<file path="config.mk">
export PLATFORM = sky130hd
export DESIGN_NAME = uart_tx_fifo_flat
export DESIGN_NICKNAME = d
export VERILOG_FILES = /design/src/rtl/uart_tx_fifo_if.sv /design/src/rtl/uart_tx_fifo.sv /design/src/flat_wrapper.sv
export SDC_FILE = /design/constraint.sdc
export NUM_CORES = 1
export LEC_CHECK = 0
export ABC_CLOCK_PERIOD_IN_PS = 9000
export BUFFER_PORTS_ARGS = -buffer_cell sky130_fd_sc_hd__buf_2
export CELL_PAD_IN_SITES_DETAIL_PLACEMENT = 0
export CELL_PAD_IN_SITES_GLOBAL_PLACEMENT = 2
export CORE_MARGIN = 3
export CORE_UTILIZATION = 48
export CTS_CLUSTER_SIZE = 12
export DETAILED_ROUTE_END_ITERATION = 10
export PLACE_DENSITY_LB_ADDON = 0.05
export SETUP_SLACK_MARGIN = 0.3
export SYNTH_ARGS = -nofsm -noshare
export SYNTH_HDL_FRONTEND = slang
export SYNTH_SLANG_ARGS = --single-unit
</file>
<file path="constraint.sdc">
create_clock -name i_Clock -period 9 [get_ports i_Clock]
set_input_delay 1.8 -clock i_Clock [delete_from_list [all_inputs] [get_ports i_Clock]]
set_output_delay 1.8 -clock i_Clock [all_outputs]
set_load 0.005 [all_outputs]
</file>
<file path="src/rtl/uart_tx_fifo_if.sv">
// Byte-producer side of the UART transmit FIFO: write strobe in, FIFO status and serial line out.
interface uart_tx_fifo_if #(
  parameter int ADDR_W = 4
);
  logic              i_Wr_DV;
  logic [7:0]        i_Wr_Byte;
  logic              o_Full;
  logic              o_Empty;
  logic [ADDR_W:0]   o_Count;
  logic              o_Overflow;
  logic              o_TX_Active;
  logic              o_TX_Serial;
  logic              o_TX_Done;

  modport master (
    output i_Wr_DV, i_Wr_Byte,
    input  o_Full, o_Empty, o_Count, o_Overflow, o_TX_Active, o_TX_Serial, o_TX_Done
  );

  modport slave (
    input  i_Wr_DV, i_Wr_Byte,
    output o_Full, o_Empty, o_Count, o_Overflow, o_TX_Active, o_TX_Serial, o_TX_Done
  );
endinterface

</file>
<file path="src/rtl/uart_tx_fifo.sv">
// Buffered 8N1 UART transmitter: a small byte FIFO feeding an LSB-first serialiser
// that chains frames back to back while bytes are queued.
module uart_tx_fifo #(
  parameter int CLKS_PER_BIT = 217,
  parameter int FIFO_DEPTH   = 16,
  parameter int ADDR_W       = 4
) (
  input  logic          i_Clock,
  input  logic          i_Reset,
  uart_tx_fifo_if.slave bus
);

  localparam int CW    = ADDR_W + 1;
  localparam int CNT_W = (CLKS_PER_BIT > 1) ? $clog2(CLKS_PER_BIT) : 1;
  localparam logic [CNT_W-1:0] LAST_CLK = CNT_W'(CLKS_PER_BIT - 1);

  typedef enum logic [1:0] {
    IDLE  = 2'd0,
    START = 2'd1,
    DATA  = 2'd2,
    STOP  = 2'd3
  } tx_state_t;

  logic [7:0]        mem [FIFO_DEPTH];
  logic [ADDR_W-1:0] wr_ptr;
  logic [ADDR_W-1:0] rd_ptr;
  logic [CW-1:0]     count_q;
  logic [CW-1:0]     count_n;
  logic              full_q;
  logic              empty_q;
  logic              overflow_q;
  logic              wr_en;
  logic              pop;

  tx_state_t         state_q, state_n;
  logic [CNT_W-1:0]  clk_cnt_q, clk_cnt_n;
  logic [2:0]        bit_idx_q, bit_idx_n;
  logic [7:0]        shift_q, shift_n;
  logic              serial_q, serial_n;
  logic              active_q, active_n;
  logic              done_q, done_n;

  // Full is registered state, so a write on the same edge as a pop from a full FIFO is lost.
  assign wr_en = bus.i_Wr_DV && !full_q;

  always_comb begin
    count_n = count_q;
    case ({wr_en, pop})
      2'b10:   count_n = count_q + CW'(1);
      2'b01:   count_n = count_q - CW'(1);
      default: count_n = count_q;
    endcase
  end

  always_ff @(posedge i_Clock) begin
    if (wr_en) begin
      mem[wr_ptr] <= bus.i_Wr_Byte;
    end
  end

  always_ff @(posedge i_Clock) begin
    if (i_Reset) begin
      wr_ptr     <= '0;
      rd_ptr     <= '0;
      count_q    <= '0;
      full_q     <= 1'b0;
      empty_q    <= 1'b1;
      overflow_q <= 1'b0;
    end else begin
      if (wr_en) begin
        wr_ptr <= wr_ptr + ADDR_W'(1);
      end
      if (pop) begin
        rd_ptr <= rd_ptr + ADDR_W'(1);
      end
      count_q <= count_n;
      full_q  <= (count_n == CW'(FIFO_DEPTH));
      empty_q <= (count_n == '0);
      if (bus.i_Wr_DV && full_q) begin
        overflow_q <= 1'b1;
      end
    end
  end

  // Pops happen only from IDLE or at the last stop-bit cycle, which is what removes the idle gap between frames.
  always_comb begin
    state_n   = state_q;
    clk_cnt_n = clk_cnt_q;
    bit_idx_n = bit_idx_q;
    shift_n   = shift_q;
    done_n    = 1'b0;
    pop       = 1'b0;

    case (state_q)
      IDLE: begin
        if (!empty_q) begin
          pop       = 1'b1;
          shift_n   = mem[rd_ptr];
          clk_cnt_n = '0;
          bit_idx_n = '0;
          state_n   = START;
        end
      end
      START: begin
        if (clk_cnt_q == LAST_CLK) begin
          clk_cnt_n = '0;
          bit_idx_n = '0;
          state_n   = DATA;
        end else begin
          clk_cnt_n = clk_cnt_q + CNT_W'(1);
        end
      end
      DATA: begin
        if (clk_cnt_q == LAST_CLK) begin
          clk_cnt_n = '0;
          if (bit_idx_q == 3'd7) begin
            state_n = STOP;
          end else begin
            bit_idx_n = bit_idx_q + 3'd1;
          end
        end else begin
          clk_cnt_n = clk_cnt_q + CNT_W'(1);
        end
      end
      STOP: begin
        if (clk_cnt_q == LAST_CLK) begin
          done_n    = 1'b1;
          clk_cnt_n = '0;
          if (!empty_q) begin
            pop       = 1'b1;
            shift_n   = mem[rd_ptr];
            bit_idx_n = '0;
            state_n   = START;
          end else begin
            state_n = IDLE;
          end
        end else begin
          clk_cnt_n = clk_cnt_q + CNT_W'(1);
        end
      end
      default: begin
        state_n = IDLE;
      end
    endcase

    case (state_n)
      START:   serial_n = 1'b0;
      DATA:    serial_n = shift_n[bit_idx_n];
      default: serial_n = 1'b1;
    endcase
    active_n = (state_n != IDLE);
  end

  always_ff @(posedge i_Clock) begin
    if (i_Reset) begin
      state_q   <= IDLE;
      clk_cnt_q <= '0;
      bit_idx_q <= '0;
      shift_q   <= '0;
      serial_q  <= 1'b1;
      active_q  <= 1'b0;
      done_q    <= 1'b0;
    end else begin
      state_q   <= state_n;
      clk_cnt_q <= clk_cnt_n;
      bit_idx_q <= bit_idx_n;
      shift_q   <= shift_n;
      serial_q  <= serial_n;
      active_q  <= active_n;
      done_q    <= done_n;
    end
  end

  assign bus.o_Full      = full_q;
  assign bus.o_Empty     = empty_q;
  assign bus.o_Count     = count_q;
  assign bus.o_Overflow  = overflow_q;
  assign bus.o_TX_Active = active_q;
  assign bus.o_TX_Serial = serial_q;
  assign bus.o_TX_Done   = done_q;

endmodule

</file>
<file path="src/flat_wrapper.sv">
// flat-port wrapper written by rule: the top's interface ports become plain ports
module uart_tx_fifo_flat 
#(
  parameter int CLKS_PER_BIT = 217,
  parameter int FIFO_DEPTH   = 16,
  parameter int ADDR_W       = 4
)
  (i_Clock, i_Reset, bus_i_Wr_DV, bus_i_Wr_Byte, bus_o_Full, bus_o_Empty, bus_o_Count, bus_o_Overflow, bus_o_TX_Active, bus_o_TX_Serial, bus_o_TX_Done);
  uart_tx_fifo_if #(.ADDR_W(ADDR_W)) bus_i ();
  input  logic i_Clock;
  input  logic i_Reset;
  input wire logic [$bits(bus_i.i_Wr_DV)-1:0] bus_i_Wr_DV;
  input wire logic [$bits(bus_i.i_Wr_Byte)-1:0] bus_i_Wr_Byte;
  output wire logic [$bits(bus_i.o_Full)-1:0] bus_o_Full;
  output wire logic [$bits(bus_i.o_Empty)-1:0] bus_o_Empty;
  output wire logic [$bits(bus_i.o_Count)-1:0] bus_o_Count;
  output wire logic [$bits(bus_i.o_Overflow)-1:0] bus_o_Overflow;
  output wire logic [$bits(bus_i.o_TX_Active)-1:0] bus_o_TX_Active;
  output wire logic [$bits(bus_i.o_TX_Serial)-1:0] bus_o_TX_Serial;
  output wire logic [$bits(bus_i.o_TX_Done)-1:0] bus_o_TX_Done;
  assign bus_i.i_Wr_DV = bus_i_Wr_DV;
  assign bus_i.i_Wr_Byte = bus_i_Wr_Byte;
  assign bus_o_Full = bus_i.o_Full;
  assign bus_o_Empty = bus_i.o_Empty;
  assign bus_o_Count = bus_i.o_Count;
  assign bus_o_Overflow = bus_i.o_Overflow;
  assign bus_o_TX_Active = bus_i.o_TX_Active;
  assign bus_o_TX_Serial = bus_i.o_TX_Serial;
  assign bus_o_TX_Done = bus_i.o_TX_Done;
  uart_tx_fifo #(.CLKS_PER_BIT(CLKS_PER_BIT), .FIFO_DEPTH(FIFO_DEPTH), .ADDR_W(ADDR_W)) u_core (.i_Clock(i_Clock), .i_Reset(i_Reset), .bus(bus_i));
endmodule
</file>
# Word level (Yosys, flattened, before mapping)
# Memories as Yosys holds them, arrays and structs flattened. A register that Yosys moved wholly into a read port is not among the register bits.
# Cells that the tools add are included.
dict set report word_totals {
  n_memories 1
  elab_cells 72
  ramBits 128
  out_inout_bits 11
  register_bits 40
  inputBits 11
}
# name words width read_ports rd_ports_with_merged_regs wr line
set mem_list {}
lappend mem_list {u_core.mem 16 8 1 1 1 uart_tx_fifo.sv:24} ;# logic [7:0] mem [FIFO_DEPTH];
dict set report classes {
  n_reduce_logical 8
  eq_ne 11
  n_mux 31
  n_addsub 6
  magnitude_cmp 1
  bitwise 1
}
# cell n
set ops {}
lappend ops {{2-to-1 mux 8 bit} 4}
lappend ops {{one-hot mux 8 bit (2 select lines)} 2}
lappend ops {{2-to-1 mux 3 bit} 5}
lappend ops {{one-hot mux 3 bit (4 select lines)} 1}
lappend ops {{2-to-1 mux 2 bit} 5}
lappend ops {{one-hot mux 5 bit (2 select lines)} 1}
lappend ops {{adder 4 x 1 -> 4 bit (second input constant)} 2}
lappend ops {{adder 8 x 1 -> 8 bit (second input constant)} 1}
lappend ops {{== test 2 bit (second input constant)} 4}
lappend ops {{== test 8 bit (second input constant)} 1}
lappend ops {{2-to-1 mux 4 bit} 2}
lappend ops {{one-hot mux 2 bit (4 select lines)} 1}
lappend ops {{2-to-1 mux 1 bit} 7}
lappend ops {{== test 2 x 1 -> 1 bit (second input constant)} 3}
lappend ops {{adder 5 x 1 -> 5 bit (second input constant)} 1}
lappend ops {{== test 5 bit (second input constant)} 1}
lappend ops {{logical NOT 5 bit} 1}
lappend ops {{subtractor 5 x 1 -> 5 bit (second input constant)} 1}
lappend ops {{less-than comparator 3 x 4 -> 1 bit (second input constant)} 1}
lappend ops {{one-hot mux 1 bit (2 select lines)} 2}
lappend ops {{adder 3 x 1 -> 3 bit (second input constant)} 1}
lappend ops {{binary-select mux 1 bit (select 3 bit)} 1}
lappend ops {{== test 3 bit (second input constant)} 1}
lappend ops {{OR reduction 3 bit} 1}
lappend ops {{7 further kinds} 8}

# Depth between registers and ports, before layout
dict set report logic_depth {
  depth_word 7
  depth_mapped 17
  depth_no_buf 16
}

# Worst setup path after synthesis
# OpenSTA, ideal clock, no wires.
dict set report synth_timing {
  kind {in2reg}
  start {input port bus_i_Wr_DV}
  end {register u_core.empty_q (netlist: u_core.bus.o_Empty)}
  slack_ns 5.226
  t_required_ns 8.930
  setup_ns 0.070
  arrival_time_ns 3.704
  stages 13
  path_cell_list {nor2b_1 -> clkbuf_1 -> inv_1 -> ha_1 -> xor2_1 -> ha_1 -> o31ai_1 -> a32oi_1 -> o21a_1 -> nor2_1 -> xnor2_1 -> nor2_1 -> a21oi_1}
}
dict set report synth_via {
  elab_chain_len 4
  word_cells_on_any_way 5
  cone_classes {eq/ne (2); mux (1); reduce/logical (2)}
}
# item line
set synth_rtl {}
lappend synth_rtl {{start, declared} flat_wrapper.sv:12} ;# input wire logic [$bits(bus_i.i_Wr_DV)-1:0] bus_i_Wr_DV;
lappend synth_rtl {{logical AND 1 bit (*)} uart_tx_fifo.sv:44} ;# assign wr_en = bus.i_Wr_DV && !full_q;
lappend synth_rtl {{== test 2 x 1 -> 1 bit / == test 2 bit (equally long branches)} uart_tx_fifo.sv:48} ;# case ({wr_en, pop})
lappend synth_rtl {{one-hot mux 5 bit (2 select lines) (*)} uart_tx_fifo.sv:48}
lappend synth_rtl {{logical NOT 5 bit (*)} uart_tx_fifo.sv:78} ;# empty_q <= (count_n == '0);
lappend synth_rtl {{end signal, assigned} uart_tx_fifo.sv:78}
lappend synth_rtl {{end, declared} uart_tx_fifo.sv:30} ;# logic empty_q;
# Every way passes the cells marked *; elsewhere a longest branch is shown, timed or not.
# A chain may end at the register's enable or synchronous reset.

# Worst setup path in the final report
# Ends and elaborated chain as after synthesis.

==> out/metrics.csv <==
metric;value;unit
first_global_vias;4076;
hold_buffers;0;
post-route-period-util;0.429;
synth_top_cell_area_share;0.534;
syn-cell-area;0.00720;mm^2
yosys-top-cells-area;edfxtp_1 (53%), dfxtp_1 (12%), mux2i_1 (5.1%), mux4_2 (4.7%), ha_1 (2.8%);
die_x;129;um
cts_setup_buffers;0;
power_frac_comb;0.247;
cap_violations;0;
cts_tree;done;
worstSetupPathType;in -> reg;
critPathMaxFanout;9;
dp_slack;4.68;ns
std_cell_rows;44;
first_pass_iters;5;
synth_warnings;0;
layout_min_cycle_time;3.86;ns
cts_buffer_depth;2;
dr.first_iter.drc_count;361;
start_kind;primary input;
powerDensity;271;mW/mm^2
drv_slew;0;
endpoint_kind;flop;
synth_seq_cells;172;
drc;0;
seqPwrFrac;0.437;
overflow;0;
initial_core_util;0.494;
place.gp.congestion;0.776;
post-synth-top-area-cell;edfxtp_1;
ir_drop;0.000182;V
leakage;2.62;nW
wl_per_cell;20.7;um
cts_root_buf;clkbuf_16;
antenna_found_initial;0;
yosysUniqueCellTypes;56;
grt_usage;0.192;
seq_area_frac_synth;0.656;
hold_path.class;reg -> reg;
cts_sinks;172;
sw_frac_of_total;0.314;
multi_input_area;0.00229;mm^2
grt_pass1_wl;23300;um
cts.repair.resized;0;
rsz0062_at_grt;no;
final_layout_size_suffix_gt1_frac;0.159;
pwr-share-clk;0.316;
n_fill_cell;1174;
fmax;259;MHz
finalSetupViolCount;0;
p_int;1.49;mW
post-route-util;0.549;
cts_made_buffers;17;
ant_nets;0;
hpwl;9710;um
seq_area;0.00473;mm^2
maxSlewHeadroom;0.187;
path_clk_slew;0.07;ns
synthesis.nets;530;
fin_skew;0.0139;ns
clkLatencyLatePin;0.43;ns
synthFlopType;edfxtp_1;
dieArea;0.0165;mm^2
fin_ws;5.14;ns
hold_viol;0;
area_delta_synth_final;11.1;%
diodes;0;
power.total;2.17;mW
route.vias.total;4135;
tns;0;ns
synth.most_common_cell;edfxtp_1;
nets;549;
worstMarginPinSlew;1.21;ns
numPortBuffers;21;
io_pins;22;
syn_area_per_cell;14.3;um^2
synth_edf_count;128;
htreeDepth;4;
drt_wl_total;14900;um
timing.hold.ws;0.488;ns
core;0.0146;mm^2
grt_max_degree;46;
cp.required;9.36;ns
netlist_instances;503;
die_h;129;um
outcome;complete, no violations;
crit_arrival;4.22;ns
synthTopCellsByCount;edfxtp_1 (128), nor2_1 (49), dfxtp_1 (44), mux2i_1 (37), nand2_1 (22);
p_sw;681;uW
vias_per_cell;5.75;
ys_async_sr_fraction;0;
-- through the flow --
step | instances | cell area, um^2
2_1_floorplan | 503 | 7200
3_3_place_gp | 687 | 7450
3_5_place_dp | 687 | 7450
4_1_cts | 719 | 8000
5_1_grt | 719 | 8000
6_report | 719 | 8000
-- layout by cell type (no fill, tap or decap), types with 6 or more instances in the layout --
master,count
edfxtp_1,128
nor2_1,49
dfxtp_1,43
mux2i_1,37
nand2_1,22
buf_2,21
a21oi_1,17
clkbuf_16,17
ha_1,16
mux4_2,15
inv_1,14
a221oi_1,14
xor2_1,11
nand2b_1,8
nor3_1,8
xnor2_1,8
o21ai_0,8
o211ai_1,8
nand3_1,6
nand4_1,6
and2_1,6
a22oi_1,6
buf_4,6
-- state kept, by name (all words and copies together) (netlist names), 2 cells and up, named ones only --
signal              cells
u_core.bit_idx_q        3
u_core.bus.o_Count      5
u_core.shift_q          8
u_core.wr_ptr           4
u_core.rd_ptr           4
u_core.mem            128
u_core.state_q          2
u_core.clk_cnt_q        8
-- power groups by stage --
stage	clock (mW)	sequential, mW	combinational (mW)
floorplan	0	0.949	0.413
detailed placement	0	0.965	0.539
global route	0.733	0.956	0.598
finish	0.685	0.947	0.536
global placement	0	0.964	0.535
CTS	0.700	0.948	0.541
-- worst max-delay path, cell delays in order --
cell     delay (ns)
buf_2          0.09
nor2b_1        0.54
inv_1          0.15
ha_1           0.29
xor2_1         0.18
ha_1           0.22
o31ai_1        0.20
a32oi_1        0.09
o21a_1         0.18
nor2_1         0.12
xnor2_1        0.16
nor2_1         0.08
a21oi_1        0.13
-- metal layers --
metal	share of wire	global-route usage
met5	0	0
met4	0.016	0.0710
met3	0.045	0.0428
met2	0.47	0.292
met1	0.47	0.274
-- final cells by class --
cell class,count,share of cell area
flip-flops and latches,172,0.591
multi-input cells,290,0.286
clock buffers,17,0.0532
well taps,184,0.0288
repair buffers,27,0.0188
clock inverters,15,0.0163
inverters,14,0.00657
-- kinds of logic (layout without fill, tap and decap cells) --
group	Yosys count	count (layout)	synth area share
flip-flops	172	172	0.656
AND/OR/NAND/NOR	121	121	0.0804
AO/OA/AOI/OAI	81	81	0.0865
multiplexers	53	53	0.0999
buffers and inverters	41	73	0.0264
XOR/XNOR	19	19	0.0231
adder cells (fa/ha/maj)	16	16	0.0278
-- path summary, 6_finish.rpt --
kind                              start               endpoint  slack, ns  cells after the start
setup / recovery            bus_i_Wr_DV     u_core.bus.o_Empty       5.14                     13
setup reg to reg    u_core.clk_cnt_q[0]     u_core.bus.o_Empty       5.50                     16
hold reg to reg   u_core.bus.o_Overflow  u_core.bus.o_Overflow       0.49                      2
hold / removal    u_core.bus.o_Overflow  u_core.bus.o_Overflow       0.49                      2
(Power assumes the default switching activity.)
